File: config.mk
export PLATFORM = sky130hd
export DESIGN_NAME = int_ctrl
export DESIGN_NICKNAME = d
export VERILOG_FILES = /design/src/rtl/int_ctrl.sv
export SDC_FILE = /design/constraint.sdc
export NUM_CORES = 1
export LEC_CHECK = 0
export BUFFER_PORTS_ARGS = -buffer_cell sky130_fd_sc_hd__buf_2
export CAP_MARGIN = 25
export CORE_MARGIN = 3
export CORE_UTILIZATION = 45
export DETAILED_ROUTE_END_ITERATION = 10
export PLACE_DENSITY = 0.76
export SLEW_MARGIN = 20
export SYNTH_ARGS = -nofsm -noshare
export SYNTH_HDL_FRONTEND = slang
export SYNTH_SLANG_ARGS = --single-unit
export TNS_END_PERCENT = 30
File: constraint.sdc
create_clock -name clk -period 2 [get_ports clk]
set_input_delay 0.3 -clock clk [delete_from_list [all_inputs] [get_ports clk]]
set_output_delay 0.3 -clock clk [all_outputs]
set_load 0.05 [all_outputs]
File: src/rtl/int_ctrl.sv
// Eight-channel interrupt controller: synchronizes device sources, latches edge/level
// events into pending bits, masks them into irq, and exposes PEND/ENABLE/MODE/RAW on a strobed bus.
module int_ctrl (
   input  logic        clk,
   input  logic        reset,
   input  logic        cs_,
   input  logic        as_,
   input  logic        rw,
   input  logic [1:0]  addr,
   input  logic [31:0] wr_data,
   output logic [31:0] rd_data,
   output logic        rdy_,
   input  logic [7:0]  src,
   output logic [7:0]  irq
);

   localparam logic [1:0] ADDR_PEND   = 2'd0;
   localparam logic [1:0] ADDR_ENABLE = 2'd1;
   localparam logic [1:0] ADDR_MODE   = 2'd2;
   localparam logic [1:0] ADDR_RAW    = 2'd3;

   logic [7:0]  s1_r;
   logic [7:0]  s2_r;
   logic [7:0]  s3_r;
   logic [7:0]  pend_r;
   logic [7:0]  enable_r;
   logic [7:0]  mode_r;

   logic        access_s;
   logic        wr_s;
   logic        rd_s;
   logic [7:0]  clr_s;
   logic [7:0]  swset_s;
   logic [7:0]  set_s;
   logic [7:0]  pend_next_s;
   logic [31:0] rd_sel_s;
   logic        unused_s;

   // Upper write-data bits carry no register state.
   assign unused_s = ^wr_data[31:8];

   // Bus access decode.
   always_comb begin
      access_s = 1'b0;
      wr_s     = 1'b0;
      rd_s     = 1'b0;
      if (!cs_ && !as_) begin
         access_s = 1'b1;
         wr_s     = ~rw;
         rd_s     = rw;
      end else begin
         access_s = 1'b0;
      end
   end

   // Software clear/set strobes from PEND and RAW writes.
   always_comb begin
      clr_s   = 8'h00;
      swset_s = 8'h00;
      if (wr_s) begin
         case (addr)
            ADDR_PEND: clr_s   = wr_data[7:0];
            ADDR_RAW:  swset_s = wr_data[7:0];
            default:   begin
               clr_s   = 8'h00;
               swset_s = 8'h00;
            end
         endcase
      end else begin
         clr_s   = 8'h00;
         swset_s = 8'h00;
      end
   end

   // Hardware set: rising edge for edge-mode channels, current level otherwise.
   // Sets are OR-ed after the clear so a coincident set always wins.
   always_comb begin
      set_s       = (mode_r & s2_r & ~s3_r) | (~mode_r & s2_r);
      pend_next_s = (pend_r & ~clr_s) | set_s | swset_s;
   end

   // Read mux; RAW returns the synchronized source level.
   always_comb begin
      rd_sel_s = 32'd0;
      case (addr)
         ADDR_PEND:   rd_sel_s = {24'd0, pend_r};
         ADDR_ENABLE: rd_sel_s = {24'd0, enable_r};
         ADDR_MODE:   rd_sel_s = {24'd0, mode_r};
         ADDR_RAW:    rd_sel_s = {24'd0, s2_r};
         default:     rd_sel_s = 32'd0;
      endcase
   end

   // Source synchronizer plus one history stage for edge detection.
   always_ff @(posedge clk or posedge reset) begin
      if (reset) begin
         s1_r <= 8'h00;
         s2_r <= 8'h00;
         s3_r <= 8'h00;
      end else begin
         s1_r <= src;
         s2_r <= s1_r;
         s3_r <= s2_r;
      end
   end

   // Pending, enable and mode registers.
   always_ff @(posedge clk or posedge reset) begin
      if (reset) begin
         pend_r   <= 8'h00;
         enable_r <= 8'h00;
         mode_r   <= 8'h00;
      end else begin
         pend_r <= pend_next_s;
         if (wr_s && (addr == ADDR_ENABLE)) begin
            enable_r <= wr_data[7:0];
         end
         if (wr_s && (addr == ADDR_MODE)) begin
            mode_r <= wr_data[7:0];
         end
      end
   end

   // Registered outputs: masked interrupt request, ready pulse and read data.
   always_ff @(posedge clk or posedge reset) begin
      if (reset) begin
         irq     <= 8'h00;
         rdy_    <= 1'b1;
         rd_data <= 32'd0;
      end else begin
         irq     <= pend_r & enable_r;
         rdy_    <= ~access_s;
         rd_data <= rd_s ? rd_sel_s : 32'd0;
      end
   end

endmodule

After elaboration in Yosys (flattened, before gate mapping)
Cells that the tools add are included.
W data, S select, Z words.
{"block": "totals", "regBits": 89, "in_bits": 47, "out_inout_bits": 41, "word_cells": 40}
{"block": "classes", "n_eq_ne": 3, "n_mux": 9, "bitwise_logic": 13, "n_reduce_logical": 6}
{"operator": "$pmux W32 S4", "count": 1}
{"operator": "$and A8 B8 Y8", "count": 5}
{"operator": "$mux W32", "count": 1}
{"operator": "$mux W8", "count": 4}
{"operator": "$not A8 Y8", "count": 3}
{"operator": "$or A8 B8 Y8", "count": 3}
{"operator": "$eq A2 B2 Y1 const B", "count": 2}
{"operator": "$logic_and A1 B1 Y1", "count": 3}
{"operator": "$mux W1", "count": 3}
{"operator": "$eq A2 B1 Y1 const B", "count": 1}
{"operator": "$logic_not A1 Y1", "count": 2}
{"operator": "$logic_not A2 Y1", "count": 1}
{"operator": "$not A1 Y1", "count": 2}

Depth between registers and ports, before layout
{"block": "depth", "word_depth": 8, "depth_mapped": 4, "mapped_depth_nobuf": 4}

Worst setup path before layout
OpenSTA, ideal clock, no wires.
{"block": "synth_path", "path_kind": "input to register", "startpoint": "input port rw", "endpoint": "register enable_r[0]", "setup_ps": 125, "arrival_time_ps": 1383, "required_time_ps": 1875, "setup_slack_ps": 492, "cell_stages": 4, "n_path_buf": 1, "path_cell_list": "clkbuf_1 -> or2b_1 -> nor3_4 -> mux2_2"}
{"block": "synth_via", "elab_chain_len": 3}
{"item": "start, declared", "line_no": "8", "rtl": "input logic rw,"}
{"item": "$not A1 Y1", "line_no": "49", "rtl": "wr_s = ~rw;"}
{"item": "$mux W1", "line_no": "47", "rtl": "if (!cs_ && !as_) begin"}
{"item": "$logic_and A1 B1 Y1", "line_no": "115", "rtl": "if (wr_s && (addr == ADDR_ENABLE)) begin"}
{"item": "end signal, assigned", "line_no": "116", "rtl": "enable_r <= wr_data[7:0];"}
{"item": "end, declared", "line_no": "26", "rtl": "logic [7:0] enable_r;"}
No other way between the ends.
A chain may end at the register's enable or synchronous reset.

Final worst setup path
{"block": "layout_path", "startpoint": "register rdy_", "endpoint": "output port rdy_"}
{"item": "start, declared", "line_no": "12", "rtl": "output logic rdy_,"}
{"item": "start signal, assigned", "line_no": "132", "rtl": "rdy_ <= ~access_s;"}
No word-level cell between the ends.

==> flow_summary_export.csv <==
group,metric,value,unit
floorplan,core,5340,µm²
synthesis,synthMuxAreaShare,15.2,%
timing,drv_slew,0,
final_layout,layout.nets,268,
timing,finalSetupViolCount,0,
place,port_buffers,39,
final_layout,drive_gt1_share,38.1,%
timing,final.min_clock_period,1390,ps
timing,hold_viol_final,0,
synthesis,yosys_warnings,0,
timing,fmax,717,MHz
synthesis,syn-cell-area,2590,µm²
critical_path,crit_arrival,1090,ps
floorplan,fp-row-count,26,
cts,clock_path_buffers,2,
power_and_ir_drop,p_per_area,1050,nW/µm²
floorplan,die_h,81.8,µm
critical_path,worstPathRequired,1700,ps
synthesis,synth_xor_area_share,0,%
global_routing,grt-ovfl-total,0,
timing,layout_setup_ws,606,ps
critical_path,timing.rr.start,"pend_r[4]$_DFF_PP0_",
critical_path,path_cells,"buf_2",
cts,cts_root_buf,"clkbuf_8",
synthesis,syn_area_per_cell,15.6,µm²
timing,rsz0062_at_grt,"no",
critical_path,cp_top_family,"flip-flops",
synthesis,ys_seq_area_share,62.9,%
run_status,outcome,"finished clean",
cts,cts.clk_slew.worst_paths,70,ps
run,max_cap_violations,0,
place,hpwl,3.09,mm
critical_path,path_class,"reg2out",
final_layout,multiInputGateArea,835,µm²
synthesis,synth_compound_area_share,5.42,%
global_routing,gr-usage-all-layers,15.2,%
detailed_routing,ant_nets,0,
final_layout,num-fill-cells,426,
synthesis,synthAdderAreaFrac,0,%
timing,fin_crit_sh,69.7,%
critical_path,crit_cells,1,
cts,clk_latency,330,ps
final_layout,n_antenna_cell,0,
place,dp_slack,339,ps
cts,cts_num_sinks,65,
synthesis,synth_seq_cells,65,
floorplan,ioPinCount,88,
timing,timing.setup.tns,0,ps
detailed_routing,viasPerCell,4.91,
final_layout,layout_common_cells,"dfrtp_1, buf_2, conb_1, mux2_2, clkbuf_8",
synthesis,yosys.area_share.simple,8.12,%
synthesis,yosysUniqueCellTypes,24,
cts,cts_tree,"built",
critical_path,end_kind,"output pin",
critical_path,reg2reg_depth,2,
synthesis,synth_top_family_by_area,"multiplexers",
detailed_routing,drc,0,
final_layout,layout.area.seq,1630,µm²
detailed_routing,dr.pass1.iters,4,
min_path,hp-start,"src[5]",
min_path,hp-class,"in2reg",
detailed_routing,wl,4.49,mm
critical_path,critPathBufInv,1,
min_path,holdPathStages,1,
detailed_routing,wl_per_cell,15.2,µm
global_routing,grt_pass1_wl,7.15,mm
cts,cts-resized-gates,0,
critical_path,crit_fanout,1,
global_routing,antenna_found_initial,0,
critical_path,cpPeakStageDelay,510,ps
final_layout,final_common_cell,"dfrtp_1",
floorplan,die_area,6700,µm²
floorplan,start_util,48.5,%
place,place.gp.congestion,0.774,
power_and_ir_drop,peakVddDrop,0.444,mV
cts,htree_levels,3,
final_layout,final_util,56.9,%
detailed_routing,drt_iter0_drc,75,
global_routing,grt_max_degree,27,
timing,worst_slew_pin_slew,533,ps
floorplan,die_w,81.8,µm
critical_path,cp_slowest_cell,"dfstp_2",
cts,cts_made_buffers,9,
power_and_ir_drop,p_leak,1.46,nW
timing,max-slew-margin-rel,64.4,%
critical_path,startpoint_type,"flip-flop",
critical_path,cp-startpoint,"rdy_$_DFF_PP1_",
timing,finClkSkew,5.57,ps
detailed_routing,vias,1453,
final_layout,syn2layout_area_growth,17.3,%
synthesis,synthCells,166,
global_routing,grt_pass1_vias,1431,
-- per-stage QoR --
stage / cells / hold WS, ps / total power, mW / cell area, µm²
after global placement: 279 / 331 / 2.12 / 2830
after floorplan: 189 / 331 / 2.03 / 2670
after detailed placement: 279 / 335 / 2.14 / 2830
after CTS: 296 / 46.7 / 3.22 / 3030
final: 296 / 67.7 / 3.18 / 3030
after global routing: 296 / 44.5 / 3.34 / 3030
-- registers in the layout, indices dropped and copies added (netlist names) --
signal,cells
rd_data,8
s3_r,8
mode_r,8
pend_r,8
enable_r,8
irq,8
rdy_,1
s1_r,8
s2_r,8
-- worst paths after layout --
kind	to	slack [ps]
setup / recovery	rdy_	610
hold / removal	s1_r[5]$_DFF_PP0_	70
setup reg to reg	rd_data[4]$_DFF_PP0_	770
hold reg to reg	s2_r[0]$_DFF_PP0_	350
max in group asynchronous	pend_r[0]$_DFF_PP0_	820
min in group asynchronous	rd_data[1]$_DFF_PP0_	550
-- cell usage after synthesis --
library cell  instances  share of area (%)
mux2_4                1               0.58
and3_1                8                1.9
nor3_2                1               0.39
or2b_1                1               0.29
buf_2                 1               0.19
clkinv_1              1               0.14
inv_2                 1               0.14
buf_6                 1               0.44
nand3_1               8                1.5
nor2_1                1               0.14
inv_1                 1               0.14
mux2_2               15                6.5
nor4_4                1               0.82
dfstp_2               1                1.0
clkbuf_1              1               0.14
and2_1                8                1.9
conb_1                1               0.14
nand2_4               1               0.44
a21boi_0              8                2.3
nor3_4                1               0.63
dfrtp_1              64                 62
a221o_1               8                3.1
buf_4                24                7.0
mux4_1                8                8.1
-- cells by family (layout without fill, tap and decap cells) --
group / count (synthesis) / after routing
compound gates: 16 / 16
buf+inv: 30 / 67
other cells: 1 / 24
simple gates: 30 / 30
flops: 65 / 65
mux: 24 / 24
-- where the power goes --
part	switching, mW	internal, mW	total (mW)
clock network	0.468	0.600	1.07
registers	0.0689	1.46	1.53
logic	0.392	0.188	0.580
-- layout make-up --
| class | instances | area share, % |
|---|---|---|
| sequential | 65 | 53.6 |
| multi-input combinational | 94 | 27.5 |
| timing repair buffer | 48 | 9.15 |
| clock buffer | 10 | 4.54 |
| tap | 70 | 2.89 |
| clock inverter | 6 | 1.90 |
| inverter | 3 | 0.371 |
-- layer usage --
layer	share of wire, %	track usage [%]	vias up	wire length, µm
met5	0	0	-	0
met4	1.7	7.48	0	76
met1	43	19.2	721	1930
met2	48	23.0	60	2160
met3	7.3	5.81	10	329
li1	-	-	662	-
-- timing repair --
action                                 CTS  global route
hold buffers                             1             0
buffers inserted                         0             0
endpoints found under the hold margin   15             0
(Power assumes the default switching activity.)
